===== src/rtl/onchip_ram_arbiter.sv =====
// onchip_ram_arbiter
//   Shares one single-port 128K x 32 on-chip RAM between two Avalon-MM style
//   masters (M0, M1). One master is granted per cycle. Arbitration is
//   round-robin, and a bounded hold lets the current owner keep the RAM for at
//   most MAX_HOLD consecutive grants while the other master is waiting.
//
// Ports
//   clk, reset                     clock, asynchronous active-high reset
//   mN_address/byteenable/read/    request side of master N (N = 0, 1)
//   write/writedata
//   mN_waitrequest                 1 = request of master N not accepted
//   mN_readdata/readdatavalid      read return to master N
//   ram_*                          RAM port (chipselect high only with a grant)
//   ram_readdata                   RAM q, one cycle after the address
//   conflict_count                 saturating count of both-requesting cycles
module onchip_ram_arbiter #(
  parameter int MAX_HOLD = 4,
  parameter int CNT_W    = 16
) (
  input  logic             clk,
  input  logic             reset,
  input  logic [16:0]      m0_address,
  input  logic [3:0]       m0_byteenable,
  input  logic             m0_read,
  input  logic             m0_write,
  input  logic [31:0]      m0_writedata,
  output logic             m0_waitrequest,
  output logic [31:0]      m0_readdata,
  output logic             m0_readdatavalid,
  input  logic [16:0]      m1_address,
  input  logic [3:0]       m1_byteenable,
  input  logic             m1_read,
  input  logic             m1_write,
  input  logic [31:0]      m1_writedata,
  output logic             m1_waitrequest,
  output logic [31:0]      m1_readdata,
  output logic             m1_readdatavalid,
  output logic [16:0]      ram_address,
  output logic [3:0]       ram_byteenable,
  output logic             ram_chipselect,
  output logic             ram_write,
  output logic [31:0]      ram_writedata,
  input  logic [31:0]      ram_readdata,
  output logic [CNT_W-1:0] conflict_count
);

  localparam logic [3:0] HOLD_MAX = 4'(MAX_HOLD);

  typedef enum logic [1:0] {IDLE, OWN0, OWN1} state_t;

  state_t            state_q, state_d;
  logic              rr_q, rr_d;
  logic [3:0]        hold_q, hold_d;
  logic [CNT_W-1:0]  cnt_q, cnt_d;
  logic              rvld_q, rvld_d;   // read accepted last cycle
  logic              rown_q, rown_d;   // which master that read belongs to

  logic req0, req1;
  logic gnt_vld, gnt_sel;
  logic hold_ok;
  logic g_read, g_write;

  assign req0    = m0_read | m0_write;
  assign req1    = m1_read | m1_write;
  assign hold_ok = (hold_q < HOLD_MAX);

  // Grant decision and next-state
  always_comb begin
    gnt_vld = 1'b0;
    gnt_sel = 1'b0;
    state_d = IDLE;
    rr_d    = rr_q;
    hold_d  = hold_q;
    cnt_d   = cnt_q;
    rvld_d  = 1'b0;
    rown_d  = rown_q;

    case (state_q)
      OWN0: begin
        if (req0 && (!req1 || hold_ok)) begin
          gnt_vld = 1'b1; gnt_sel = 1'b0;
        end else if (req1) begin
          gnt_vld = 1'b1; gnt_sel = 1'b1;
        end
      end
      OWN1: begin
        if (req1 && (!req0 || hold_ok)) begin
          gnt_vld = 1'b1; gnt_sel = 1'b1;
        end else if (req0) begin
          gnt_vld = 1'b1; gnt_sel = 1'b0;
        end
      end
      default: begin
        if (req0 && req1) begin
          gnt_vld = 1'b1; gnt_sel = rr_q;
        end else if (req0 || req1) begin
          gnt_vld = 1'b1; gnt_sel = req1;
        end
      end
    endcase

    g_write = gnt_sel ? m1_write : m0_write;
    g_read  = gnt_sel ? m1_read  : m0_read;

    if (gnt_vld) begin
      state_d = gnt_sel ? OWN1 : OWN0;
      rr_d    = ~gnt_sel;
      // A repeat grant extends the streak (saturating); an owner change restarts it.
      if (state_q == (gnt_sel ? OWN1 : OWN0))
        hold_d = hold_ok ? hold_q + 4'd1 : hold_q;
      else
        hold_d = 4'd1;
      // Write wins over a simultaneous read, so only pure reads return data.
      rvld_d = g_read & ~g_write;
      rown_d = gnt_sel;
    end

    if (req0 && req1 && (cnt_q != {CNT_W{1'b1}}))
      cnt_d = cnt_q + CNT_W'(1);
  end

  always_ff @(posedge clk or posedge reset) begin
    if (reset) begin
      state_q <= IDLE;
      rr_q    <= 1'b0;
      hold_q  <= 4'd0;
      cnt_q   <= '0;
      rvld_q  <= 1'b0;
      rown_q  <= 1'b0;
    end else begin
      state_q <= state_d;
      rr_q    <= rr_d;
      hold_q  <= hold_d;
      cnt_q   <= cnt_d;
      rvld_q  <= rvld_d;
      rown_q  <= rown_d;
    end
  end

  // RAM port: granted master's request, all zero without a grant
  always_comb begin
    ram_address    = '0;
    ram_byteenable = '0;
    ram_writedata  = '0;
    ram_write      = 1'b0;
    ram_chipselect = gnt_vld;
    if (gnt_vld) begin
      ram_address    = gnt_sel ? m1_address    : m0_address;
      ram_byteenable = gnt_sel ? m1_byteenable : m0_byteenable;
      ram_writedata  = gnt_sel ? m1_writedata  : m0_writedata;
      ram_write      = g_write;
    end
  end

  assign m0_waitrequest   = ~(gnt_vld & ~gnt_sel);
  assign m1_waitrequest   = ~(gnt_vld &  gnt_sel);
  assign m0_readdata      = ram_readdata;
  assign m1_readdata      = ram_readdata;
  assign m0_readdatavalid = rvld_q & ~rown_q;
  assign m1_readdatavalid = rvld_q &  rown_q;
  assign conflict_count   = cnt_q;

endmodule


===== config.mk =====
export PLATFORM = sky130hd
export DESIGN_NAME = onchip_ram_arbiter
export DESIGN_NICKNAME = d
export VERILOG_FILES = /design/src/rtl/onchip_ram_arbiter.sv
export SDC_FILE = /design/constraint.sdc
export NUM_CORES = 1
export LEC_CHECK = 0
export BUFFER_PORTS_ARGS = -buffer_cell sky130_fd_sc_hd__buf_2
export CORE_AREA = 2 2 109 111
export DETAILED_ROUTE_END_ITERATION = 6
export DIE_AREA = 0 0 111 113
export REMOVE_ABC_BUFFERS = 1
export SLEW_MARGIN = 20
export SYNTH_ARGS = -nofsm -noshare
export SYNTH_HDL_FRONTEND = slang
export SYNTH_SLANG_ARGS = --single-unit

===== constraint.sdc =====
create_clock -name clk -period 7.1 [get_ports clk]
set_clock_uncertainty 0.2 [all_clocks]
set_input_delay 1.42 -clock clk [delete_from_list [all_inputs] [get_ports clk]]
set_output_delay 1.42 -clock clk [all_outputs]
set_load 0.01 [all_outputs]

==> summary.md <==
| Metric | Value |
|---|---|
| Drt via density | around 4.8 |
| Die Width | 111 um |
| Sum of negative setup slack | 0 ns |
| Overall Power | around 1400 uW |
| Leakage | 0.00162 uW |
| GPL Wtd Cong | 0.857 |
| Max Cap Viol | 0 |
| Die ar. | 12500 um2 |
| Setup CP Type | in -> out |
| Core footprint | 11300 um2 |
| Area Overhead vs Synth | 26.5% |
| First-pass detailed-route iteration total | 5 |
| Complex-gate fraction of the synthesized area | 26.3% |
| Number of buffers created by CTS | 3 |
| Maximum buffer depth of the clock tree | 2 |
| WP data arrival | 3.82 ns |
| Synth Area in XOR/XNOR | 5.29% |
| YS warnings | 0 |
| Hold path depth | 1 |
| Count of pins over their slew limit | 0 |
| R2R cell count | 8 |
| Hold path endpoint | rr_q |
| Min Tclk post-route | 5.44 ns |
| Root Buffer | clkbuf_16 |
| Num Clock Sinks | 25 |
| Hold_buf cts | 0 |
| CTS tree | built |
| Drt initial violations | 127 |
| Worst slew pin tran | 1.00 ns |
| I/O pins | 283 |
| Die H | 113 um |
| CP required | 5.48 ns |
| Fmax achieved | 184 MHz |
| Total Routed Length | between 9000 and 10000 um |
| CTS H-tree depth | 1 |
| Vias in the first global route | 2232 |
| Initial Util | 20.6% |
| Hold crit path type | reg -> reg |
| First-pass GRT wire length | 13800 um |
| Crit start category | input pin |
| Setup Fix Bufs, Post-CTS | 0 |
| Reg2Reg Setup Slack | 4.39 ns |
| Clock slew at reported path FFs | 0.06 ns |
| Tot GR Track Use | 14.2% |
| Synth Area in Adders | 2.16% |
| Post-Syn Area per Cell | 9.28 um2 |
| Power Dens Cells | 466 nW/um2 |
| Initial antenna violation count | 0 |
| Post-synthesis mux area share | 0.971% |
| DPL Wire Length | around 7900 um |
| Fillers | 1204 |
| Largest net degree at the start of global routing | 59 |
| R2R Path Start | state_q[0] |
| Total grt overflow | 0 |
| Yosys cell types | 38 |
| DRC errors left | 0 |
| PortBufs | between 150 and 200 |
| # rows | 39 |
| Synth Instances | 250 |
| Simple logic cell fraction of the synthesized area | between 10 and 15% |
| Cell Area, Synth | 2320 um2 |
| Worst vdd ir | 338 uV |
| Status | complete, no violations |
| Routed via count | 2425 |
| Min-delay src | rr_q |
| Final count of hold timing violations | 0 |
| RSZ-0062 raised after global routing | no |
| Post-route ant nets | 0 |
| R2r endpoint | rr_q |
| Share of cells above drive strength 1 | 55.1% |
| Slew HR | around a third |
| Routed len/inst | 19.6 um |
| Number of synthesized register bits | 25 |
| Critical Path Fanout Max | 58 |
| Diode count | 0 |
| Post-CTS sizing | 0 |
| Nets@finish | around 510 |
| Crit path capture type | primary output |
| Sequential share of the synthesized area | 27.0% |
| Final setup violation count | 0 |
| Period utilization | between 70% and 80% |
| Clock Latency Late Sink | around 0.26 ns |
| Largest family of logic cells by synthesized area | buffers and inverters |
-- cell families after synthesis --
logic type / Yosys count
buffers and inverters: 86
AO/OA/AOI/OAI: 72
AND/OR/NAND/NOR: 47
flip-flops: 25
XOR/XNOR: 14
adder cells (fa/ha/maj): 4
multiplexers: 2
-- state kept, by name, indices dropped and copies added, names as in the netlist --
signal / cells
conflict_count: 16
hold_q: 4
rown_q: 1
rr_q: 1
rvld_q: 1
state_q: 2
-- worst max-delay path, stage by stage --
cell	delay [ns]
buf_2	0.13
nor2_1	0.10
o21a_1	0.20
o31ai_4	0.32
inv_2	0.43
nor2_4	0.58
buf_12	0.26
a22o_1	0.20
buf_2	0.15
-- layout make-up --
type,instances,area (um2),share of cell area (%)
Tap cell,143,179,6.10
Clock buffer,3,75.1,2.56
Timing Repair Buffer,187,951,32.4
Clock inverter,1,7.51,0.256
Multi-Input combinational cell,139,1070,36.4
Inverter,8,30.0,1.02
Sequential cell,25,626,21.3
-- cells in the mapped netlist --
cell | n | area share [%]
a211oi_1 | 1 | 0.32
a21o_1 | 1 | 0.32
a21oi_1 | 2 | 0.43
a22o_1 | 53 | 20
a31o_2 | 1 | 0.38
a31oi_1 | 1 | 0.27
and2_1 | 1 | 0.27
and3_1 | 6 | 1.6
and4_1 | 1 | 0.38
buf_2 | 3 | 0.65
buf_4 | 64 | 21
buf_6 | 8 | 3.9
clkbuf_1 | 3 | 0.49
dfrtp_1 | 25 | 27
ha_1 | 4 | 2.2
inv_1 | 7 | 1.1
inv_2 | 1 | 0.16
mux2_2 | 2 | 0.97
nand2_1 | 6 | 0.97
nand2b_1 | 1 | 0.27
nand3_1 | 7 | 1.5
nand4_1 | 8 | 2.2
nor2_1 | 9 | 1.5
nor2_4 | 1 | 0.49
nor2b_1 | 3 | 0.81
nor3b_1 | 1 | 0.32
nor4_2 | 1 | 0.54
o21a_1 | 2 | 0.65
o21ai_0 | 4 | 0.86
o21ba_2 | 1 | 0.43
o221ai_1 | 1 | 0.38
o22a_1 | 2 | 0.76
o22ai_1 | 2 | 0.54
o31ai_4 | 1 | 0.92
or2_1 | 1 | 0.27
or2_2 | 1 | 0.27
xnor2_1 | 11 | 4.2
xor2_1 | 3 | 1.1
-- layout by cell type, fill, tap and decap left out, types with 2 or more instances in the layout --
cell and n:
o22a_1 2, nand3_1 7, clkbuf_16 3, mux2_2 2
xor2_1 3, o21ai_0 4, and3_1 6, nor2_1 9
a22o_1 53, o21a_1 2, xnor2_1 11, nand2_1 6
inv_1 7, a21oi_1 2, nor2b_1 3, nand4_1 8
o22ai_1 2, ha_1 4, buf_2 186, dfrtp_1 25
-- per-layer routing --
| layer | up-vias | global-route usage (%) | share of wire [%] | wire length (um) |
|---|---|---|---|---|
| met5 | - | 5.88 | 0 | 0 |
| met4 | 0 | 2.17 | 0.58 | 58 |
| met3 | 6 | 9.75 | 16 | 1580 |
| met2 | 190 | 17.9 | 41 | 4060 |
| met1 | 1159 | 19.3 | 43 | 4230 |
| li1 | 1070 | - | - | - |
-- per-stage QoR --
step	setup slack [ns]	utilization [%]	hold WS, ns	instances	area [um2]
detailed placement	1.30	25.1	0.282	501	2830
floorplan	2.06	-	0.241	172	1720
finish	1.66	26.0	0.289	506	2940
CTS	1.30	25.9	0.296	505	2920
global placement	1.44	25.1	0.258	501	2830
global route	1.46	26.0	0.312	506	2940
-- worst max-delay path by stage --
stage / startpoint / to / depth (start not counted)
2_1_floorplan: m0_read / ram_address[0] / 6
3_3_place_gp: m0_write / ram_address[10] / 8
3_5_place_dp: m0_write / ram_address[5] / 8
4_1_cts: m0_write / ram_address[5] / 8
5_1_grt: m0_read / ram_address[5] / 9
6_report: m0_write / ram_address[5] / 9
-- where the power goes --
group	internal, uW	total, uW	switching (uW)
registers	183	222	39.4
clock network	76.4	126	49.4
logic	448	1020	571
total	708	1370	660
Power figures use the tool's default switching activity.
